### src/rtl/sort_pkg.sv
// Shared definitions for the sorter subsystem: default geometry, the
// collector state encoding and a counter-width helper.
package sort_pkg;

  localparam int unsigned SORT_DATA_N = 4;
  localparam int unsigned SORT_DATA_W = 4;
  localparam int unsigned CNT_W       = $clog2(SORT_DATA_N + 1);

  typedef enum logic {
    IDLE    = 1'b0,
    COLLECT = 1'b1
  } coll_state_e;

  // Bits needed to count 0..n inclusive
  function automatic int unsigned cnt_width(input int unsigned n);
    return $clog2(n + 1);
  endfunction

endpackage

### src/rtl/sort_order_chk.sv
// Order checker for the result stream: remembers the previous accepted word
// and keeps a sticky flag when a word is smaller than its predecessor.
//   clk, rst_n  clock, synchronous active-low reset
//   clr_i       start of a new run, clears the sticky flag
//   en_i        a word is being accepted this cycle
//   first_i     the accepted word is word 0 of its run (no comparison)
//   data_i      accepted word
//   flag_c_o    combinational: flag value including this cycle's word
module sort_order_chk
  import sort_pkg::*;
#(
  parameter int unsigned DATA_W = SORT_DATA_W
) (
  input  logic              clk,
  input  logic              rst_n,
  input  logic              clr_i,
  input  logic              en_i,
  input  logic              first_i,
  input  logic [DATA_W-1:0] data_i,
  output logic              flag_c_o
);

  logic [DATA_W-1:0] prev_q;
  logic              flag_q;

  // Clear takes priority over the held flag; a new word 0 never compares
  assign flag_c_o = (clr_i ? 1'b0 : flag_q) |
                    (en_i && !first_i && (data_i < prev_q));

  always_ff @(posedge clk) begin
    if (!rst_n) begin
      prev_q <= '0;
      flag_q <= 1'b0;
    end else begin
      flag_q <= flag_c_o;
      if (en_i) prev_q <= data_i;
    end
  end

endmodule

### src/rtl/sort_result_collector.sv
// Collects the sorter's serial result words into an array, flags
// out-of-order data, inter-word timeouts and words arriving with no run open.
//   clk, rst_n   clock, synchronous active-low reset
//   arm          opens (or restarts) a collection run
//   out_vld      word strobe, data_out sampled when high
//   data_arr     collected words, index 0 = first received
//   done         pulse: run completed with DATA_N words
//   busy         run open
//   order_err    with done: some word was below its predecessor
//   timeout_err  pulse: run aborted, no word within TIMEOUT_CYC cycles
//   stray_err    pulse: word seen with no run open
//   word_cnt     words captured in the current/last run
module sort_result_collector
  import sort_pkg::*;
#(
  parameter int unsigned DATA_N      = SORT_DATA_N,
  parameter int unsigned DATA_W      = SORT_DATA_W,
  parameter int unsigned TIMEOUT_CYC = 64
) (
  input  logic                           clk,
  input  logic                           rst_n,
  input  logic                           arm,
  input  logic                           out_vld,
  input  logic [DATA_W-1:0]              data_out,
  output logic [DATA_N-1:0][DATA_W-1:0]  data_arr,
  output logic                           done,
  output logic                           busy,
  output logic                           order_err,
  output logic                           timeout_err,
  output logic                           stray_err,
  output logic [$clog2(DATA_N+1)-1:0]    word_cnt
);

  localparam int unsigned WCNT_W = cnt_width(DATA_N);
  localparam int unsigned TMR_W  = cnt_width(TIMEOUT_CYC);

  coll_state_e                    state_q;
  logic [DATA_N-1:0][DATA_W-1:0]  arr_q;
  logic [WCNT_W-1:0]              cnt_q;
  logic [TMR_W-1:0]               timer_q;
  logic                           done_q;
  logic                           order_q;
  logic                           to_q;
  logic                           stray_q;
  logic                           chk_en;
  logic                           chk_first;
  logic                           flag_c;

  // Words are only accepted while a run is already open
  assign chk_en    = out_vld && (state_q == COLLECT);
  assign chk_first = arm || (cnt_q == WCNT_W'(0));

  sort_order_chk #(
    .DATA_W (DATA_W)
  ) u_order_chk (
    .clk      (clk),
    .rst_n    (rst_n),
    .clr_i    (arm),
    .en_i     (chk_en),
    .first_i  (chk_first),
    .data_i   (data_out),
    .flag_c_o (flag_c)
  );

  // Collection FSM with registered status outputs
  always_ff @(posedge clk) begin
    if (!rst_n) begin
      state_q <= IDLE;
      arr_q   <= '0;
      cnt_q   <= '0;
      timer_q <= '0;
      done_q  <= 1'b0;
      order_q <= 1'b0;
      to_q    <= 1'b0;
      stray_q <= 1'b0;
    end else begin
      done_q  <= 1'b0;
      to_q    <= 1'b0;
      stray_q <= 1'b0;
      case (state_q)
        IDLE: begin
          if (arm) begin
            state_q <= COLLECT;
            cnt_q   <= '0;
            timer_q <= '0;
            order_q <= 1'b0;
          end else if (out_vld) begin
            stray_q <= 1'b1;
          end
        end
        COLLECT: begin
          if (arm) begin
            // Restart; a coincident word becomes word 0 of the new run
            timer_q <= '0;
            order_q <= 1'b0;
            cnt_q   <= out_vld ? WCNT_W'(1) : WCNT_W'(0);
            if (out_vld) arr_q[0] <= data_out;
          end else if (out_vld) begin
            for (int unsigned i = 0; i < DATA_N; i++) begin
              if (cnt_q == WCNT_W'(i)) arr_q[i] <= data_out;
            end
            cnt_q   <= cnt_q + WCNT_W'(1);
            timer_q <= '0;
            if (cnt_q == WCNT_W'(DATA_N - 1)) begin
              state_q <= IDLE;
              done_q  <= 1'b1;
              order_q <= flag_c;
            end
          end else if (timer_q == TMR_W'(TIMEOUT_CYC - 1)) begin
            state_q <= IDLE;
            to_q    <= 1'b1;
          end else begin
            timer_q <= timer_q + TMR_W'(1);
          end
        end
        default: state_q <= IDLE;
      endcase
    end
  end

  assign data_arr    = arr_q;
  assign done        = done_q;
  assign busy        = (state_q == COLLECT);
  assign order_err   = order_q;
  assign timeout_err = to_q;
  assign stray_err   = stray_q;
  assign word_cnt    = cnt_q;

endmodule

### config.mk
export PLATFORM = sky130hd
export DESIGN_NAME = sort_result_collector
export DESIGN_NICKNAME = d
export VERILOG_FILES = /design/src/rtl/sort_pkg.sv /design/src/rtl/sort_order_chk.sv /design/src/rtl/sort_result_collector.sv
export SDC_FILE = /design/constraint.sdc
export NUM_CORES = 1
export LEC_CHECK = 0
export ABC_CLOCK_PERIOD_IN_PS = 3300
export BUFFER_PORTS_ARGS = -buffer_cell sky130_fd_sc_hd__buf_2
export CORE_MARGIN = 2
export CORE_UTILIZATION = 58
export DETAILED_ROUTE_END_ITERATION = 7
export GPL_TIMING_DRIVEN = 0
export PLACE_DENSITY = 0.92
export SLEW_MARGIN = 10
export SYNTH_ARGS = -nofsm -noshare
export SYNTH_HDL_FRONTEND = slang
export SYNTH_SLANG_ARGS = --single-unit
### constraint.sdc
create_clock -name clk -period 3.3 [get_ports clk]
set_clock_uncertainty 0.05 [all_clocks]
set_input_delay 0.66 -clock clk [delete_from_list [all_inputs] [get_ports clk]]
set_output_delay 0.66 -clock clk [all_outputs]
set_load 0.02 [all_outputs]
==> flow_summary_export.csv <==
group,metric,value,unit
global_route,grt.overflow.total,0,
floorplan,core_area,2730,um2
sta,fin_crit_sh,50.0,%
yosys,synth-simple-area-share,24.1,%
clock_network,h-tree-depth,2,
hold_path,hold_path_end,"data_arr[8]",
yosys,yosysWarnings,0,
floorplan,pin_count,32,
yosys,synth_fa_ha_area_share,6.84,%
floorplan,fp.dieArea,3280,um2
power_and_ir_drop,fin_total_pwr,0.743,mW
route,ant_nets,0,
yosys,ys_types,38,
yosys,synthTopCellsByCount,"dfxtp_1, nand2_1, a21oi_1",
route,dr.pass1.iters,4,
worst_setup_path,cp-start-kind,"register",
route,routedWlPerCell,12.7,um
clock_network,cts_root_buf,"clkbuf_4",
route,routed_via_density,5.42,
worst_setup_path,cp_slowest_stage_delay,0.41,ns
worst_setup_path,cp.required,2.59,ns
clock_network,clk_pin_slew,0.10,ns
yosys,synth-xor-area-share,1.06,%
clock_network,clk_path_buf_depth,2,
yosys,syn_area,1650,um2
route,route.detailed.drc,0,
sta,setup_viol,0,
clock_network,postCtsSetupRepairBufs,0,
clock_network,worstSkewPairLatency,0.34,ns
clock_network,cts_buffers,5,
sta,timing.setup.tns,0,ns
route,met2WireLength,1410,um
floorplan,die_h,57.3,um
worst_setup_path,r2r_cells,6,
yosys,syn-mean-instance-area,9.41,um2
route,wl_met1,1450,um
yosys,netlist.area_leader.share,43.8,%
route,vias,1317,
yosys,yosysSeqAreaShare,43.8,%
global_route,grt_pass1_wl,5440,um
sta,fmax,0.607,GHz
worst_setup_path,r2r-end,"data_arr[1]",
worst_setup_path,setup.worst_path.start,"word_cnt[2]",
power_and_ir_drop,sw_frac_of_total,25.9,%
worst_setup_path,worst-setup-path-type,"register to primary output",
yosys,yosys.area.top_type,"dfxtp_1",
yosys,async_flop_share,0,%
route,top_layer_used,"met4",
placed_design,io_buffers,30,
yosys,synthMuxAreaShare,6.69,%
worst_setup_path,crit_family,"flip-flops",
worst_setup_path,rrSetupSlack,1.69,ns
power_and_ir_drop,seqPwrFrac,60.0,%
sta,relSlewSlack,67.9,%
sta,setup_ws,1.65,ns
final_layout,fin_area,1880,um2
yosys,synth_seq_cells,36,
clock_network,cts_tree,"done",
hold_path,whs_path_depth,2,
hold_path,hp-start,"data_arr[8]",
power_and_ir_drop,power.density,395,nW/um2
yosys,synth_top_family_by_area,"simple AND/OR/NAND/NOR gates",
floorplan,die_w,57.3,um
route,route.met3.wl,183,um
power_and_ir_drop,p_int,0.551,mW
power_and_ir_drop,clkPwrFrac,29.3,%
placed_design,placed_area,1840,um2
worst_setup_path,cp.arrival,0.94,ns
clock_network,cts_hold_buffers,0,
power_and_ir_drop,pwr-share-comb,10.7,%
yosys,synth_area_leaders,"dfxtp_1, ha_1, mux2i_1, nand2_1, a21oi_1",
yosys,synth_flop_cell,"dfxtp_1",
worst_setup_path,crit_buf_inv,1,
hold_path,hp-class,"register to register",
sta,maxSlewViolCount,0,
global_route,track_usage,21.7,%
sta,fin_crit,1.65,ns
global_route,antenna_found_initial,0,
power_and_ir_drop,peakVddDrop,0.335,mV
placed_design,hpwl,2270,um
final_layout,post_route_cells_drive_above_1_share,24.5,%
worst_setup_path,worstPathMaxFanout,5,
worst_setup_path,end_kind,"primary output",
sta,finalHoldViolCount,0,
placed_design,dp_worst_setup_slack,1.45,ns
global_route,grt_max_degree,11,
worst_setup_path,crit_chain,"buf_2",
yosys,synth_compound_area_share,12.8,%
yosys,syn_inst,175,
worst_setup_path,crit_slowest_cell,"dfxtp_1",
sta,tightest_slew,0.481,ns
placed_design,place.gp.congestion,0.791,
clock_network,cts_sinks,36,
sta,rsz0062_at_grt,"false",
route,drt-total-wl,3090,um
route,drt_iter0_markers,45,
clock_network,cts_resized,0,
outcome,outcome,"finished clean",
final_layout,final_nets,229,
floorplan,rows,19,
yosys,syn_nets,192,
flow_run,maxCapViolCount,0,
worst_setup_path,timing.rr.start,"word_cnt[0]",
yosys,yosysMostFrequentCell,"dfxtp_1",
power_and_ir_drop,p_sw,0.192,mW
final_layout,antenna_cells,0,
yosys,synth-edff-count,0,
global_route,first_global_vias,1244,
final_layout,synthToLayoutAreaGrowth,14.3,%
floorplan,start_util,60.2,%
power_and_ir_drop,leakagePower,0.851,nW
[cell families after synthesis]
logic type,after synthesis
and+or+nand+nor,71
buffers and inverters,15
DFF,36
muxes,11
adders and majority gates,9
AOI/OAI and AO/OA,31
xor gates and xnor gates,2
[routing by layer]
layer,vias up,track usage [%]
li1,678,-
met5,-,0
met1,600,29.0
met4,0,7.64
met3,5,7.03
met2,34,33.2
[per-stage QoR]
step / cells / hold WS (ns) / util [%]
final: 243 / 0.413 / 68.8
after global routing: 243 / 0.430 / 68.8
after CTS: 243 / 0.416 / 68.8
after detailed placement: 236 / 0.402 / 67.1
after global placement: 236 / 0.391 / 67.1
after floorplan: 175 / 0.373 / -
[layout by cell type, fill, tap and decap left out, types with 2 or more instances in the layout]
cell      synthesis  layout
a211oi_1          2       2
a21oi_1          17      17
buf_2             3      33
buf_6             2       2
clkbuf_1          2       3
clkbuf_4          0       5
dfxtp_1          36      36
ha_1              9       9
inv_1             7       7
mux2i_1          11      11
nand2_1          26      26
nand2b_1          2       2
nand2b_4          2       2
nand3_1          10      10
nand3b_1          2       2
nor2_1           15      15
nor3b_1           2       2
o211ai_1          2       2
o21a_1            3       3
o21ai_2           2       2
xnor2_1           2       2
[registers in the layout, indices dropped and copies added (netlist names), 3 cells and up]
register,count
timer_q,7
word_cnt,3
u_order_chk.prev_q,4
data_arr,16
[layout make-up]
type	instances	area [um2]
Clock buffer	6	41.3
Tap cell	31	38.8
Fill cell	219	852
Sequential cell	36	721
Inverter	7	26.3
Timing Repair Buffer	30	150
Clock inverter	1	5.00
Multi-Input combinational cell	124	847
Buffer	8	52.6
[worst max path at each step]
| stage | endpoint | slack [ns] | cells after the start |
|---|---|---|---|
| 3_5_place_dp | order_err | 1.45 | 6 |
| 3_3_place_gp | order_err | 1.48 | 6 |
| 2_1_floorplan | timer_q[4] | 1.67 | 5 |
| 6_report | word_cnt[2] | 1.65 | 1 |
| 5_1_grt | word_cnt[1] | 1.59 | 1 |
| 4_1_cts | word_cnt[1] | 1.65 | 1 |
[power groups by stage]
stage	logic [mW]	registers, mW	clock network, mW
after CTS	0.0792	0.446	0.221
after floorplan	0.0486	0.461	0
final	0.0794	0.445	0.218
after global routing	0.0873	0.446	0.241
after global placement	0.0763	0.455	0
after detailed placement	0.0782	0.456	0
Power figures use the tool's default switching activity.
